File: src/rtl/acq_ring_writer.sv
// rtl/acq_ring_writer.sv - circular acquisition RAM writer with pre/post trigger capture control
module acq_ring_writer #(
    parameter int DATA_WIDTH      = 16,
    parameter int ADDR_WIDTH      = 12,
    parameter int MEMORY_ADDR_LEN = 32
) (
    input  logic                       clk,
    input  logic                       rst,
    input  logic                       arm,
    input  logic                       force_trig,
    input  logic                       in_valid,
    input  logic [DATA_WIDTH-1:0]      in_data,
    input  logic [ADDR_WIDTH-1:0]      pretrig_len,
    input  logic [ADDR_WIDTH-1:0]      posttrig_len,
    input  logic                       trig_valid,
    input  logic [MEMORY_ADDR_LEN-1:0] trig_offset,
    output logic                       mem_we,
    output logic [ADDR_WIDTH-1:0]      mem_addr,
    output logic [DATA_WIDTH-1:0]      mem_wdata,
    output logic                       out_valid,
    output logic [DATA_WIDTH-1:0]      out_data,
    output logic [MEMORY_ADDR_LEN-1:0] out_address,
    output logic [ADDR_WIDTH-1:0]      start_addr,
    output logic [ADDR_WIDTH-1:0]      trig_addr,
    output logic                       busy,
    output logic                       done
);

    typedef enum logic [2:0] {
        S_IDLE  = 3'd0,
        S_FILL  = 3'd1,
        S_ARMED = 3'd2,
        S_POST  = 3'd3,
        S_DONE  = 3'd4
    } state_t;

    // Largest index of the ring, held one bit wider so the clamp arithmetic cannot wrap.
    localparam logic [ADDR_WIDTH:0] MAX_IDX = {1'b0, {ADDR_WIDTH{1'b1}}};

    state_t                state;
    logic [ADDR_WIDTH-1:0] wr_ptr;
    logic [ADDR_WIDTH:0]   pre_cnt;
    logic [ADDR_WIDTH:0]   post_cnt;
    logic [ADDR_WIDTH:0]   eff_pre;
    logic [ADDR_WIDTH:0]   eff_post;

    logic                  accept;
    logic [ADDR_WIDTH:0]   pre_req;
    logic [ADDR_WIDTH:0]   pre_clamp;
    logic [ADDR_WIDTH:0]   post_req;
    logic [ADDR_WIDTH:0]   post_room;
    logic [ADDR_WIDTH:0]   post_clamp;
    logic [ADDR_WIDTH:0]   pre_next;
    logic [ADDR_WIDTH:0]   post_next;

    // Sample acceptance and the arm-time clamping of the pre/post lengths so the record fits the ring.
    always_comb begin
        accept     = in_valid && (state == S_FILL || state == S_ARMED || state == S_POST);
        pre_req    = {1'b0, pretrig_len};
        pre_clamp  = (pre_req > MAX_IDX) ? MAX_IDX : pre_req;
        post_req   = {1'b0, posttrig_len};
        post_room  = MAX_IDX - pre_clamp;
        post_clamp = (post_req > post_room) ? post_room : post_req;
        pre_next   = pre_cnt + 1'b1;
        post_next  = post_cnt + 1'b1;
    end

    // Write path: an accepted sample appears on the RAM port and the trigger stream one cycle later.
    always_ff @(posedge clk) begin
        if (rst) begin
            wr_ptr      <= '0;
            mem_we      <= 1'b0;
            mem_addr    <= '0;
            mem_wdata   <= '0;
            out_valid   <= 1'b0;
            out_data    <= '0;
            out_address <= '0;
        end else begin
            mem_we    <= accept;
            out_valid <= accept;
            if (accept) begin
                mem_addr    <= wr_ptr;
                mem_wdata   <= in_data;
                out_data    <= in_data;
                out_address <= MEMORY_ADDR_LEN'(wr_ptr);
                wr_ptr      <= wr_ptr + 1'b1;
            end
        end
    end

    // Capture sequencer: fill pre-trigger history, wait for a trigger, count post-trigger samples.
    always_ff @(posedge clk) begin
        if (rst) begin
            state      <= S_IDLE;
            pre_cnt    <= '0;
            post_cnt   <= '0;
            eff_pre    <= '0;
            eff_post   <= '0;
            trig_addr  <= '0;
            start_addr <= '0;
            busy       <= 1'b0;
            done       <= 1'b0;
        end else begin
            case (state)
                S_IDLE, S_DONE: begin
                    if (arm) begin
                        state    <= S_FILL;
                        pre_cnt  <= '0;
                        post_cnt <= '0;
                        eff_pre  <= pre_clamp;
                        eff_post <= post_clamp;
                        busy     <= 1'b1;
                        done     <= 1'b0;
                    end
                end
                S_FILL: begin
                    if (eff_pre == '0) begin
                        state <= S_ARMED;
                    end else if (accept) begin
                        pre_cnt <= pre_next;
                        if (pre_next == eff_pre) begin
                            state <= S_ARMED;
                        end
                    end
                end
                S_ARMED: begin
                    if (trig_valid) begin
                        trig_addr <= trig_offset[ADDR_WIDTH-1:0];
                        state     <= S_POST;
                    end else if (force_trig) begin
                        // wr_ptr already points past the most recently accepted sample.
                        trig_addr <= wr_ptr - 1'b1;
                        state     <= S_POST;
                    end
                end
                S_POST: begin
                    if (eff_post == '0) begin
                        state      <= S_DONE;
                        start_addr <= trig_addr - eff_pre[ADDR_WIDTH-1:0];
                        busy       <= 1'b0;
                        done       <= 1'b1;
                    end else if (accept) begin
                        post_cnt <= post_next;
                        if (post_next == eff_post) begin
                            state      <= S_DONE;
                            start_addr <= trig_addr - eff_pre[ADDR_WIDTH-1:0];
                            busy       <= 1'b0;
                            done       <= 1'b1;
                        end
                    end
                end
                default: begin
                    state <= S_IDLE;
                    busy  <= 1'b0;
                    done  <= 1'b0;
                end
            endcase
        end
    end

endmodule

File: config.mk
export PLATFORM = sky130hd
export DESIGN_NAME = acq_ring_writer
export DESIGN_NICKNAME = d
export VERILOG_FILES = /design/src/rtl/acq_ring_writer.sv
export SDC_FILE = /design/constraint.sdc
export NUM_CORES = 1
export LEC_CHECK = 0
export CORE_UTILIZATION = 54
export DETAILED_ROUTE_END_ITERATION = 10
export PLACE_DENSITY = 0.87
export SETUP_SLACK_MARGIN = 0.15
export SYNTH_ARGS = -nofsm -noshare
export SYNTH_HDL_FRONTEND = slang
export SYNTH_SLANG_ARGS = --single-unit
File: constraint.sdc
create_clock -name clk -period 7.5 [get_ports clk]
set_clock_uncertainty 0.1 [all_clocks]
set_input_delay 1.125 -clock clk [delete_from_list [all_inputs] [get_ports clk]]
set_output_delay 1.125 -clock clk [all_outputs]
set_load 0.1 [all_outputs]
==> flow_summary.ini, run 1 <==
[outcome]
outcome = completed

[sta]
tightest_slew_ps = 1195
finalCritPeriodShare_pct = 52.28
slew_viol_final = 0
tns_ps = 0
finalHoldViolCount = 0
setup_viol = 0
slew_headroom_pct = 20.33
rsz0062_at_grt = false
max_freq_ghz = 0.2550
fin_crit_ps = 3921

[floorplanning]
initial_core_util_pct = 55.68
core_sq_mm = 0.01272
die_w_um = 116.5
die_h_um = 116.5
dieArea_sq_mm = 0.01358
std_cell_rows = 41
io_pins = 182

[pwr]
internal_power_mw = 1.671
p_sw_mw = 1.246
seq_power_share_pct = 27.6
sw_frac_of_total_pct = 42.71
p_clk_share_pct = 30.2
ir_worst_vdd_mv = 0.2714
power_density_mw_per_mm2 = 328.6
p_leak_nw = 3.383
combPwrFrac_pct = 42.2

[layout]
final_util_pct = 69.76
num_antenna_cells = 0
areaGrowthSynthToFinish_pct = 25.27
drive_above_1_share_pct = 5.435
fin_nets = 1105
nFillCells = 978

[critical_path]
cp-startpoint = in_valid
r2r_slack_ps = 3940
endpoint = state[0]
rr_endpoint = start_addr[5]
path_max_fanout = 32
cp.arrival_ps = 4160
crit_path_end_kind = flip-flop
reg2reg_from = post_cnt[0]
ff2ff_path_depth = 8
worstSetupStartpointType = input pin
worstSetupPathType = input pin to flip-flop
critPathRequiredTime_ps = 7740

[clock_network]
postCtsSetupBuffers = 0
cts_buffer_depth = 2
cts_hold_buf = 0
clkLatencyLatePin_ps = 420
root_buffer = clkbuf_16
htreeDepth = 4
cts_tree = done
clkTransAtPathRegs_ps = 60
cts_sinks = 120
cts_buffers = 17
cts_resized = 0

[yosys]
synthCells = 918
synth_edf_count = 0
synth-seq-cells = 120
seq_area_frac_synth_pct = 33.91
ys_warn_count = 0
synth-main-ff-cell = dfxtp_1
syn_area_sq_mm = 0.007084
synthArstFlopShare_pct = 0
synth_area_per_cell_sq_um = 7.717
synth_cell_types = 66

[global_routing]
grt_pass1_vias = 6268
grt_first_pass_wirelength_um = 29430
grt_max_degree = 106
busiest_layer = met2
gr-total-overflow = 0
use_met2_pct = 47.50
grt_use_met1_pct = 32.85
antenna_found_initial = 0
grt_util_met3_pct = 6.020
grt_use_total_pct = 27.66

[detailed_routing]
finalWirelength_um = 18240
postRouteAntennaNets = 0
drt_iter0_markers = 456
viasPerCell = 5.649
route.detailed.drc = 0
post_drt_wl_per_cell_um = 15.40
dr.pass1.iters = 5
vias = 6689

[hold_path]
min-delay-path-class = flip-flop to flip-flop

[placement]
routabilityCongestion = 0.9294
numPortBuffers = 141
hpwl_um = 12700

[job]
max_cap_viol_count = 0
registers in the layout, indices dropped and copies added (netlist names):
register,flops
out_address,12
post_cnt,13
trig_addr,12
state,3
pre_cnt,13
out_data,16
eff_post,12
busy,1
wr_ptr,12
eff_pre,12
done,1
out_valid,1
start_addr,12
Yosys cell counts, types with 3 or more instances:
master    count  area share [%]
nand2_1     122             6.5
dfxtp_1     120              34
nor2_1      106             5.6
a21oi_1      92             6.5
buf_4        52             5.5
clkbuf_1     46             2.4
o21ai_0      37             2.6
xnor2_1      35             4.3
inv_1        34             1.8
ha_1         27             4.8
mux2i_1      27             3.8
xor2_1       26             3.2
a211oi_1     20             2.1
nand3_1      20             1.4
nor3_1       20             1.4
nor4_1       11            0.97
nand4_1      10            0.88
nor2b_1       9            0.79
or3_1         9            0.79
a31oi_1       8            0.71
and3_1        8            0.71
or4_1         7            0.74
nand2b_1      5            0.44
and2_1        4            0.35
nor4b_1       4            0.49
or2_2         4            0.35
a21o_1        3            0.32
a311oi_1      3            0.37
and4_1        3            0.37
buf_2         3            0.21
nor3b_1       3            0.32
o31ai_1       3            0.32
metal layers:
layer	up-vias	wire length [um]	part of all wire, %
met5	-	0	0
met4	0	573	3.1
met2	273	8758	48
met3	50	1316	7.2
li1	3245	-	-
met1	3121	7590	42
layout by cell type (no fill, tap or decap), drive strengths merged, types with 19 or more instances in the layout:
master	synthesis	layout
nand3	21	21
ha	27	27
xor2	26	26
a211oi	21	21
xnor2	35	35
clkbuf	46	19
o21ai	38	38
conb	1	20
nor3	20	20
inv	34	36
dfxtp	120	120
nand2	122	122
nor2	107	107
mux2i	27	27
a21oi	92	92
clkdlybuf4s50	0	140
power groups by stage:
stage,combinational (mW),sequential (mW),clock [mW]
after detailed placement,1.21,0.813,0
after global placement,1.19,0.811,0
after global routing,1.31,0.814,0.917
after CTS,1.22,0.802,0.887
final,1.23,0.804,0.881
after floorplan,0.779,0.999,0
per-stage QoR:
stage	setup slack (ps)	power (mW)	cell area, sq um	instances	hold WS (ps)
floorplan	4459	1.778	7156	937	368.3
global placement	3235	2.000	8229	1152	343.5
detailed placement	3207	2.022	8229	1152	353.8
CTS	3617	2.913	8875	1184	359.4
global route	3386	3.044	8875	1184	388.8
finish	3579	2.916	8875	1184	355.1
worst max-delay path, stage by stage:
cell,delay [ps]
clkdlybuf4s50_1,540
or3b_1,850
a2111oi_0,540
nand2_1,110
a211oi_1,220
a31oi_1,220
a2111o_1,430
a21oi_1,120
kinds of logic after synthesis:
kind of cell	synth area share (%)
and+or+nand+nor	23.56
AOI/OAI and AO/OA	15.90
buffers and inverters	10.17
DFF	33.91
xor gates and xnor gates	7.541
adders and majority gates	5.051
muxes	3.815
other	0.05293
how the worst min path moves through the flow:
stage                        from              end  slack, ps  cells past startpoint
floorplan              wr_ptr[11]  out_address[11]        370                      2
global placement    start_addr[0]    start_addr[0]        340                      2
detailed placement  start_addr[3]    start_addr[3]        350                      2
CTS                 start_addr[3]    start_addr[3]        360                      2
global route        start_addr[0]    start_addr[0]        390                      2
finish              start_addr[3]    start_addr[3]        360                      2
cell type report:
| type | count | area [sq um] | area share (%) |
|---|---|---|---|
| clock inverter | 13 | 192.7 | 2.171 |
| timing repair buffer | 146 | 1446 | 16.30 |
| multi-input combinational | 680 | 4038 | 45.50 |
| tap | 172 | 215.2 | 2.425 |
| inverter | 34 | 127.6 | 1.438 |
| clock buffer | 19 | 452.9 | 5.104 |
| sequential | 120 | 2402 | 27.07 |
Power figures use the tool's default switching activity.
==> inputs of run 2 (changes only) <==
Settings changed: CORE_UTILIZATION 54 to 45, PLACE_DENSITY 0.87 to 0.77.
Clock period 7.5 ns to 3.35 ns, I/O delays scaled along.
==> run 2 against run 1 <==
Die area is 20% higher. Non-clock buffer count rose by 11. Flip-flop and latch count is the same.
==> flow_summary.ini, run 2 (synthesis results as in run 1) <==
[detailed_routing]
dr.pass1.iters = 6
route.detailed.drc = 0
viasPerCell = 5.301
post_drt_wl_per_cell_um = 14.68
finalWirelength_um = 18120
postRouteAntennaNets = 0
vias = 6541
drt_iter0_markers = 373

[layout]
areaGrowthSynthToFinish_pct = 25.80
fin_nets = 1116
reg_top3 = out_data: 16 flops, post_cnt: 13 flops, pre_cnt: 13 flops
largest_register_ff_count = 16
top_register = out_data
num_antenna_cells = 0
layout_commonest_cell = nand2_1
drive_above_1_share_pct = 8.602
final_cell_mix = 122 x nand2_1, 120 x dfxtp_1, 118 x clkdlybuf4s50_1, 106 x nor2_1, 92 x a21oi_1

[floorplanning]
die_h_um = 127.5
std_cell_rows = 45
die_w_um = 127.5
io_pins = 182
initial_core_util_pct = 46.43
core_sq_mm = 0.01526
dieArea_sq_mm = 0.01625

[hold_path]
holdPathStages = 2
min-delay-path-class = flip-flop to flip-flop
min_to = start_addr[1]
hp-start = start_addr[1]

[sta]
finalHoldViolCount = 0
slew_headroom_pct = 34.33
slew_viol_final = 0
fin_crit_ps = 2827
finalCritPeriodShare_pct = 84.40
rsz0062_at_grt = false
tightest_slew_ps = 981.9
setup_viol = 0
max_freq_ghz = 0.3537
timing.hold.ws_ps = 358.2
tns_ps = 0

[critical_path]
ff2ff_path_depth = 9
reg2reg_from = pre_cnt[0]
r2r_slack_ps = 520
cp.arrival_ps = 3030
rr_endpoint = state[1]
path_max_fanout = 7
crit_path_end_kind = flip-flop
worstSetupStartpointType = flip-flop
critPathRequiredTime_ps = 3560
worstSetupPathType = flip-flop to flip-flop

[global_routing]
grt_first_pass_wirelength_um = 29720
gr-total-overflow = 0
grt_pass1_vias = 6083
antenna_found_initial = 0
grt_max_degree = 51
grt_use_total_pct = 22.83

[pwr]
ir_worst_vdd_mv = 0.5014
p_leak_nw = 3.468
power_density_mw_per_mm2 = 717.0

[clock_network]
clkLatencyLatePin_ps = 420
cts_hold_buf = 0
root_buffer = clkbuf_16
cts_sinks = 120
clkTransAtPathRegs_ps = 60
cts_tree = done
htreeDepth = 4
cts_buffer_depth = 2
cts_buffers = 17

[placement]
hpwl_um = 13010
numPortBuffers = 141
routabilityCongestion = 0.8916

[outcome]
outcome = completed

[job]
max_cap_viol_count = 0
[run 2: changes by cell type in the layout (fill, tap and decap cells not counted), sizes merged]
cell,delta
clkbuf,-2
bufinv,-3
clkinvlp,-1
inv,+10
clkinv,-4
buf,+33
clkdlybuf4s50,-22
[run 2: layout make-up]
cell class,instances,area [sq um]
Clock buffer,17,425.4
Clock inverter,15,168.9
Fill cell,1375,6346
Inverter,34,127.6
Multi-Input combinational cell,680,4038
Sequential cell,120,2402
Tap cell,211,264.0
Timing Repair Buffer,157,1486
[run 2: routing by layer]
layer	global-route usage, %	vias to the layer above	wire length, um
met5	0	-	0
met1	28.98	3032	8027
met2	37.80	202	8621
li1	-	3275	-
met3	5.193	32	1126
met4	8.263	0	345
[run 2: repair_timing]
action | CTS | global route
endpoints found under the hold margin | 0 | 0
endpoints found under the setup margin | 10 | 0
resized for setup | 0 | 0
setup buffers | 1 | 0
[run 2: worst max path at each step]
stage / startpoint / slack [ps] / to
6_report: pre_cnt[0] / 520 / state[1]
2_1_floorplan: trig_addr[1] / 310 / start_addr[11]
3_5_place_dp: post_cnt[4] / 120 / done
4_1_cts: pre_cnt[0] / 540 / state[1]
5_1_grt: pre_cnt[0] / 310 / state[0]
3_3_place_gp: post_cnt[3] / 190 / done
[run 2: worst max-delay path, cell delays in order (launching register included)]
cell and delay (ps):
dfxtp_1 450, ha_1 270, nand3_1 130, nor2_2 250
nor2_1 60, or4_1 460, and3_1 190, a31oi_1 380
nor4b_1 100, a311o_1 330
[run 2: per-stage QoR]
stage	setup WS, ps	area [sq um]	std cells	utilization, %	power, mW
floorplan	309.1	7156	937	-	3.981
CTS	538.8	8912	1234	58.41	6.405
global placement	194.8	8298	1201	54.38	4.523
global route	310.5	8912	1234	58.41	6.712
finish	522.6	8912	1234	58.41	6.391
detailed placement	123.9	8298	1201	54.38	4.550
[run 2: where the power goes]
group | leakage (nW) | switching (mW) | internal, mW
sequential | 0.974 | 0.212 | 1.59
combinational | 2.20 | 1.87 | 0.875
clock | 0.293 | 0.780 | 1.07
==> inputs of run 3 (changes only) <==
Settings changed: CORE_UTILIZATION 45 to 50, PLACE_DENSITY 0.77 to 0.81.
Clock period 3.35 ns to 2.8 ns, I/O delays scaled along.
==> run 3 against run 2 <==
Die area down 9.8%. Design area rose by 2.0%. Sequential power grew 18%. Global-route usage is 3.7 points higher. Critical path depth increased by 2. Via count rose by 2.7%. Setup slack worse by 440 ps. Routed wire length up 3.9%. Sequential share of layout area is 0.35 points lower. First-iteration DRC count up 14%. Flip-flop and latch count unchanged. Count of clock-buffer cells in the layout unchanged. Critical path type unchanged. Largest cell class unchanged.
==> flow_summary.ini, run 3 (synthesis results as in run 1) <==
[outcome]
outcome = completed

[sta]
finalHoldViolCount = 0
tightest_slew_ps = 650.5
setup_viol = 0
slew_viol_final = 0
rsz0062_at_grt = true
max_freq_ghz = 0.3680
finalCritPeriodShare_pct = 97.04
slew_headroom_pct = 56.64
fin_crit_ps = 2717

[job]
max_cap_viol_count = 0

[floorplanning]
core_sq_mm = 0.01383
initial_core_util_pct = 51.24
die_w_um = 121.0
std_cell_rows = 43
io_pins = 182
dieArea_sq_mm = 0.01465
die_h_um = 121.0

[pwr]
ir_worst_vdd_mv = 0.7594
p_leak_nw = 3.762
power_density_mw_per_mm2 = 861.1
finalPower_mw = 7.824

[layout]
top_register = out_data
drive_above_1_share_pct = 19.30
num_antenna_cells = 0
areaGrowthSynthToFinish_pct = 28.26
fin_nets = 1145
largest_register_ff_count = 16
layout_commonest_cell = buf_4
final_util_pct = 65.71
nFillCells = 1138
final_cell_mix = 124 x buf_4, 122 x nand2_1, 108 x dfxtp_1, 105 x nor2_1, 91 x a21oi_1
reg_top3 = out_data: 16 flops, post_cnt: 13 flops, pre_cnt: 13 flops

[global_routing]
antenna_found_initial = 0
grt_max_degree = 67
grt_pass1_vias = 6226
grt_use_total_pct = 26.49
gr-total-overflow = 0
grt_first_pass_wirelength_um = 30620

[clock_network]
clkTransAtPathRegs_ps = 60
htreeDepth = 4
clkLatencyLatePin_ps = 420
cts_sinks = 120
cts_buffers = 17
cts_hold_buf = 0
cts_buffer_depth = 2
cts_tree = done
root_buffer = clkbuf_16

[hold_path]
min-delay-path-class = flip-flop to flip-flop

[detailed_routing]
finalWirelength_um = 18830
dr.pass1.iters = 5
route.detailed.drc = 0
viasPerCell = 5.455
vias = 6720
postRouteAntennaNets = 0
drt_iter0_markers = 426
post_drt_wl_per_cell_um = 15.28

[placement]
hpwl_um = 13480
routabilityCongestion = 0.9138
numPortBuffers = 141

[critical_path]
crit_path_end_kind = flip-flop
worstSetupStartpointType = flip-flop
worstSetupPathType = flip-flop to flip-flop
cp.arrival_ps = 2910
critPathRequiredTime_ps = 3000
path_max_fanout = 10
run 3: cell types whose count changed in the layout (fill, tap and decap cells not counted), moves of 3 or more:
| cell | previous run | this run |
|---|---|---|
| dfxtp_1 | 120 | 108 |
| buf_4 | 38 | 124 |
| buf_12 | 1 | 4 |
| dfxtp_2 | 0 | 12 |
| inv_8 | 7 | 3 |
| clkdlybuf4s50_1 | 118 | 56 |
run 3: through the flow:
stage	setup slack [ps]	std cells	TNS (ps)	hold slack [ps]	instance area, sq um
2_1_floorplan	105.2	937	0	368.3	7188
3_3_place_gp	-20.17	1194	-49.78	349.3	8342
3_5_place_dp	-116.4	1194	-367.9	350.5	8342
4_1_cts	89.55	1231	0	360.9	9004
5_1_grt	22.33	1232	0	382.7	9086
6_report	82.86	1232	0	367.2	9086
run 3: report_power, final:
| part | internal (mW) | switching, mW |
|---|---|---|
| sequential | 1.90 | 0.220 |
| combinational | 1.10 | 2.34 |
| clock | 1.35 | 0.909 |
run 3: worst max-delay path, stage by stage, from the launching register on:
cell and delay (ps):
dfxtp_2 350, buf_4 160, nand2_1 90, or4_4 550, and3_1 210, a211oi_4 300
nor3_2 80, a22oi_2 180, buf_12 170, buf_12 120, mux2i_1 200, nor2_1 70
run 3: what timing repair did:
action | 4_1_cts | 5_1_grt
pin swaps | 4 | 4
gates resized for setup | 3 | 19
setup buffers | 5 | 1
cloned | 0 | 0
endpoints found under the setup margin | 7 | 17
run 3: final timing paths:
kind                 start        endpoint  slack (ps)  cells after the start
max reg2reg    post_cnt[0]  start_addr[11]          80                     11
min          start_addr[0]   start_addr[0]         370                      2
max            post_cnt[0]  start_addr[11]          80                     11
min reg2reg  start_addr[0]   start_addr[0]         370                      2
run 3: final cells by class:
class	count	area, sq um	area share [%]
clock buffer	17	425.4	4.682
clock inverter	15	178.9	1.969
inverter	34	127.6	1.405
multi-input combinational	680	4118	45.32
sequential	120	2417	26.60
tap	180	225.2	2.479
timing repair buffer	186	1594	17.54
run 3: layer usage:
| layer | wire, um | vias to the layer above | global-route usage [%] |
|---|---|---|---|
| met3 | 1156 | 33 | 5.498 |
| met4 | 400 | 0 | 9.568 |
| met1 | 8007 | 3120 | 31.98 |
| li1 | - | 3342 | - |
| met2 | 9260 | 225 | 46.18 |
| met5 | 0 | - | 0 |
